## src/rtl/serial_subtractor.sv

```systemverilog
// Bit-serial two's-complement subtractor: diff = a - b, one bit per clock, LSB first.
// A single full-adder slice computes a + ~b + 1 using a carry flop preset to 1.
//
// state | meaning
// IDLE  | waiting for start; outputs hold last committed result
// RUN   | one operand bit processed per clock, LSB first
// DONE  | one-cycle done pulse with diff/borrow_out/overflow valid
module serial_subtractor #(
    parameter int WIDTH = 8
) (
    input  logic             clk,
    input  logic             rst_n,
    input  logic             start,
    input  logic [WIDTH-1:0] a,
    input  logic [WIDTH-1:0] b,
    output logic             busy,
    output logic             done,
    output logic [WIDTH-1:0] diff,
    output logic             borrow_out,
    output logic             overflow
);

    localparam int CW = $clog2(WIDTH);
    localparam logic [CW-1:0] LAST   = CW'(WIDTH - 1);
    localparam logic [CW-1:0] PENULT = CW'(WIDTH - 2);

    typedef enum logic [1:0] {
        IDLE = 2'd0,
        RUN  = 2'd1,
        DONE = 2'd2
    } state_t;

    state_t           state, state_nx;
    logic [WIDTH-1:0] a_sh, b_sh, r_sh;
    logic [CW-1:0]    cnt;
    logic             carry, c_msb_in;
    logic             s, c_out, nb, last;

    always_comb begin
        nb    = ~b_sh[0];
        s     = a_sh[0] ^ nb ^ carry;
        c_out = (a_sh[0] & nb) | (a_sh[0] & carry) | (nb & carry);
        last  = (cnt == LAST);
    end

    always_ff @(posedge clk) begin
        if (!rst_n) state <= IDLE;
        else        state <= state_nx;
    end

    always_comb begin
        state_nx = state;
        busy     = 1'b0;
        done     = 1'b0;
        case (state)
            IDLE: if (start) state_nx = RUN;
            RUN: begin
                busy = 1'b1;
                if (last) state_nx = DONE;
            end
            DONE: begin
                done     = 1'b1;
                state_nx = IDLE;
            end
            default: state_nx = IDLE;
        endcase
    end

    always_ff @(posedge clk) begin
        if (!rst_n) begin
            a_sh       <= '0;
            b_sh       <= '0;
            r_sh       <= '0;
            cnt        <= '0;
            carry      <= 1'b0;
            c_msb_in   <= 1'b0;
            diff       <= '0;
            borrow_out <= 1'b0;
            overflow   <= 1'b0;
        end else begin
            case (state)
                IDLE: if (start) begin
                    a_sh  <= a;
                    b_sh  <= b;
                    carry <= 1'b1;
                    cnt   <= '0;
                end
                RUN: begin
                    a_sh  <= a_sh >> 1;
                    b_sh  <= b_sh >> 1;
                    r_sh  <= {s, r_sh[WIDTH-1:1]};
                    carry <= c_out;
                    cnt   <= cnt + CW'(1);
                    // carry into the MSB, needed for the signed overflow test
                    if (cnt == PENULT) c_msb_in <= c_out;
                    if (last) begin
                        diff       <= {s, r_sh[WIDTH-1:1]};
                        borrow_out <= ~c_out;
                        overflow   <= c_msb_in ^ c_out;
                    end
                end
                default: ;
            endcase
        end
    end

endmodule
```

## config.mk

```make
export PLATFORM = sky130hd
export DESIGN_NAME = serial_subtractor
export DESIGN_NICKNAME = d
export VERILOG_FILES = /design/src/rtl/serial_subtractor.sv
export SDC_FILE = /design/constraint.sdc
export NUM_CORES = 1
export LEC_CHECK = 0
export CAP_MARGIN = 20
export CELL_PAD_IN_SITES_DETAIL_PLACEMENT = 2
export CELL_PAD_IN_SITES_GLOBAL_PLACEMENT = 2
export CORE_MARGIN = 2
export CORE_UTILIZATION = 28
export CTS_CLUSTER_DIAMETER = 80
export DETAILED_ROUTE_END_ITERATION = 8
export MAX_ROUTING_LAYER = met4
export PLACE_DENSITY_LB_ADDON = 0.12
export RECOVER_POWER = 50
export SETUP_SLACK_MARGIN = 0.4
export SLEW_MARGIN = 40
export SYNTH_ARGS = -nofsm -noshare
export SYNTH_HDL_FRONTEND = slang
export SYNTH_SLANG_ARGS = --single-unit
```

## constraint.sdc

```tcl
create_clock -name clk -period 1.35 [get_ports clk]
set_input_delay 0.3375 -clock clk [delete_from_list [all_inputs] [get_ports clk]]
set_output_delay 0.3375 -clock clk [all_outputs]
set_load 0.05 [all_outputs]
```

After elaboration in Yosys (flattened, before gate mapping):

Index checks and enable logic that the tools add are counted.

* bitwise logic cells: 10
* mux-type cells: 13
* equal/unequal tests: 6
* reduce and logical (&&, ||, !) cells: 6
* add/sub/neg operators: 1

Operators by type and width (count)
* $pmux W8 S2: 2
* $mux W8: 2
* $reduce_and A2 Y1: 4
* $eq A3 B3 Y1 const B: 2
* $pmux W3 S2: 1
* $mux W2: 2
* $ne A2 B2 Y1 const B: 2
* $pmux W2 S2: 1
* $add A3 B1 Y3 const B: 1
* $and A1 B1 Y1: 3
* $mux W1: 3
* $mux W3: 1
* $xor A1 B1 Y1: 3
* $eq A2 B1 Y1 const B: 1
* $eq A2 B2 Y1 const B: 1
* $logic_not A2 Y1: 1
* $not A1 Y1: 2
* $or A1 B1 Y1: 2
* $pmux W1 S2: 1
* $reduce_bool A2 Y1: 1

* input bits: 19
* register bits: 41
* word-level logic and storage cells: 46
* output and inout bits: 12

Logic depth before layout (Yosys ltp):

* depth in word-level cells: 5
* depth in mapped cells: 6

Worst setup path after synthesis:

Ideal clock, no wire load.

* kind: reg2out
* start: register state[1]
* end: output done
* setup slack: -0.573 ns
* cell stages (with the launch flop): 4
* arrival: 1.586 ns
* buffers on the path: 2
* path through: dfxtp_1 clkbuf_1 buf_2 nor2b_1

* word-level cells in the longest chain between the ends: 2

RTL lines
* from (decl): RTL line 33 `state_t state, state_nx;`
* from (signal assigned): RTL line 48 `else state <= state_nx;`
* $eq A2 B2 Y1: RTL line 55 `case (state)`
* $mux W1: RTL line 55
* to (decl): RTL line 17 `output logic done,`

No other way between the ends.

Worst setup path in the final report:

Same ends and word-level chain as after synthesis.

==> flow_metrics.env <==
export IMPL_slew_viol_final=0
export IMPL_worstMarginPinSlew_ns=0.429
export IMPL_drc=0
export IMPL_status="finished with violations"
export IMPL_vias=1604
export IMPL_p_leak_nw=1.15
export IMPL_synth_cells=185
export IMPL_ys_seq_area_frac=0.470
export IMPL_hold_viol_final=0
export IMPL_pwr_share_comb=0.178
export IMPL_ant_nets=0
export IMPL_io_pins=31
export IMPL_core_area_mm2=0.00589
export IMPL_wl_um=6170
export IMPL_max_freq_mhz=714
export IMPL_crit_slowest_cell="dfxtp_4"
export IMPL_cts_buffer_depth=2
export IMPL_grt_pass1_wl_um=9280
export IMPL_clock_latency_ns=0.30
export IMPL_dp_hpwl_um=3470
export IMPL_grtUsageTotal=0.196
export IMPL_start_util=0.289
export IMPL_htree_levels=2
export IMPL_crit_chain="buf_8 > nor2b_4 > buf_12"
export IMPL_slew_headroom=0.714
export IMPL_dr_pass1_iters=4
export IMPL_cp_top_family="flip-flops"
export IMPL_die_w_um=82.0
export IMPL_cp_max_fo=3
export IMPL_critPathMaxStageDelay_ns=0.37
export IMPL_layout_commonest_cell="dfxtp_1"
export IMPL_layout_setup_ws_ns=-0.0509
export IMPL_cts_tree="yes"
export IMPL_setup_tns_ns=-0.0674
export IMPL_grt_pass1_vias=1783
export IMPL_synthFlopType="dfxtp_1"
export IMPL_grt_max_degree=36
export IMPL_ys_ff_latch=40
export IMPL_syn_nets=208
export IMPL_yosysWarnings=0
export IMPL_clock_sinks=40
export IMPL_grt_ovfl_total=0
export IMPL_utilization=0.496
export IMPL_root_buffer="clkbuf_8"
export IMPL_clkPwrFrac=0.329
export IMPL_synth_distinct_cells=28
export IMPL_setup_viol_count_final=2
export IMPL_synth_edf_count=0
export IMPL_drt_wirelength_per_cell_um=19.4
export IMPL_core_rowCount=28
export IMPL_arrival_ns=1.06
export IMPL_die_h_um=82.0
export IMPL_peakVddDrop_mv=0.417
export IMPL_worstHoldPathType="reg2reg"
export IMPL_drive_gt1_frac=0.467
export IMPL_path_class="reg2out"
export IMPL_viasPerCell=5.03
export IMPL_antenna_found_initial=0
export IMPL_syn_cell_area_mm2=0.00170
export IMPL_violations="negative setup slack"
export IMPL_fillers=621
export IMPL_nNetsFinal=266
export IMPL_crit_path_start_kind="register"
export IMPL_rsz0062_at_grt="yes"
export IMPL_period_needed_ns=1.40
export IMPL_cts_buffers=5
export IMPL_p_sw_uw=690
export IMPL_powerDensity_mw_per_mm2=880
export IMPL_required_ns=1.01
export IMPL_p_sw_frac=0.269
export IMPL_clk_pin_slew_ns=0.08
export IMPL_place_congestion=0.721
export IMPL_power_internal_mw=1.88
export IMPL_p_total_mw=2.57
export IMPL_n_antenna_cell=0
export IMPL_drv_cap=0
export IMPL_layout_common_cells="dfxtp_1 (34), nand2_1 (20), buf_4 (17)"
export IMPL_area_delta_synth_final_pct=71.3
export IMPL_p_seq_frac=0.494
export IMPL_period_share=1.04
export IMPL_end_kind="output pin"
export IMPL_drt_iter0_drc=55
export IMPL_die_area_mm2=0.00672
export IMPL_path_buf_inv=2
export IMPL_io_buffers=30
export IMPL_synth_avg_cell_area_um2=9.20
export IMPL_fin_worst_skew_ns=0.00547
export IMPL_async_flop_share=0
[worst paths after layout]
kind	from	endpoint	slack, ns	cells after the start
worst max-delay path	state[1]	done	-0.05	3
worst min-delay path	cnt[0]	cnt[0]	0.48	1
worst max register to register	state[1]	c_msb_in	-0.02	8
worst min register to register	cnt[0]	cnt[0]	0.48	1
[kinds of logic after synthesis]
family	Yosys count	share of synthesized area
compound gates	47	0.180
xor+xnor	1	0.00514
fa+ha+maj	4	0.0338
buf+inv	19	0.0485
flops	40	0.470
mux	15	0.0882
simple gates	59	0.174
[Yosys cell counts (2+ instances only)]
cell | number | area, um2
dfxtp_1 | 40 | 801
nand2_1 | 27 | 101
nand3_1 | 18 | 90.1
mux2i_1 | 15 | 150
o211ai_1 | 14 | 105
a21boi_0 | 10 | 75.1
o21ai_0 | 10 | 50.1
o21ai_1 | 10 | 50.1
clkbuf_1 | 8 | 30.0
buf_2 | 6 | 30.0
inv_1 | 4 | 15.0
ha_1 | 3 | 37.5
nand3b_1 | 3 | 22.5
nand4bb_1 | 2 | 22.5
nor2_1 | 2 | 7.51
[worst register-to-register path, cell delays in order, from the launching register on]
cell and delay (ns):
dfxtp_4 0.36, nand2b_4 0.15, inv_4 0.07, buf_6 0.09, buf_6 0.08, buf_6 0.11, buf_8 0.13, nand4_1 0.13
a21boi_1 0.17
[state kept, by name (all words and copies together), names as in the netlist]
name / cells
c_msb_in: 1
overflow: 1
a_sh: 8
state: 2
carry: 1
b_sh: 8
r_sh: 7
borrow_out: 1
cnt: 3
diff: 8
[metrics by stage]
stage                     hold WS, ns  setup slack, ns  std cells  area (um2)
after floorplan                 0.440           0.0857        185        1860
after global placement          0.452           -0.235        288        2330
after detailed placement        0.475           -0.333        288        2330
after CTS                       0.484          -0.0526        315        2790
after global routing            0.488          -0.0816        319        2920
final                           0.475          -0.0509        319        2920
[metal layers]
metal | vias to the layer above | wire, um | global-route usage
met5 | - | 0 | -
met1 | 798 | 2430 | 0.192
met3 | 8 | 164 | 0.0418
li1 | 773 | - | -
met4 | 0 | 82 | 0.0633
met2 | 25 | 3500 | 0.380
[power groups by stage]
stage	Clock, mW	Sequential, mW	Combinational, mW
6_report	0.844	1.27	0.456
5_1_grt	0.932	1.27	0.485
4_1_cts	0.873	1.26	0.397
3_5_place_dp	0	1.29	0.301
3_3_place_gp	0	1.29	0.287
2_1_floorplan	0	1.28	0.200
[layout make-up]
class,instances,area [um2],share of cell area
tap,75,93.8,0.0322
timing repair buffer,65,813,0.279
clock buffer,8,90.1,0.0309
sequential,40,818,0.280
multi-input combinational,127,1080,0.372
inverter,4,17.5,0.00600
[repair_timing]
action,CTS,global route
gates resized for setup,66,29
setup buffers,15,4
endpoints found under the setup margin,52,52
pin swaps,8,9
hold buffers,0,0
gates cloned,4,0
Note: power is estimated with default switching activity, not from simulation.
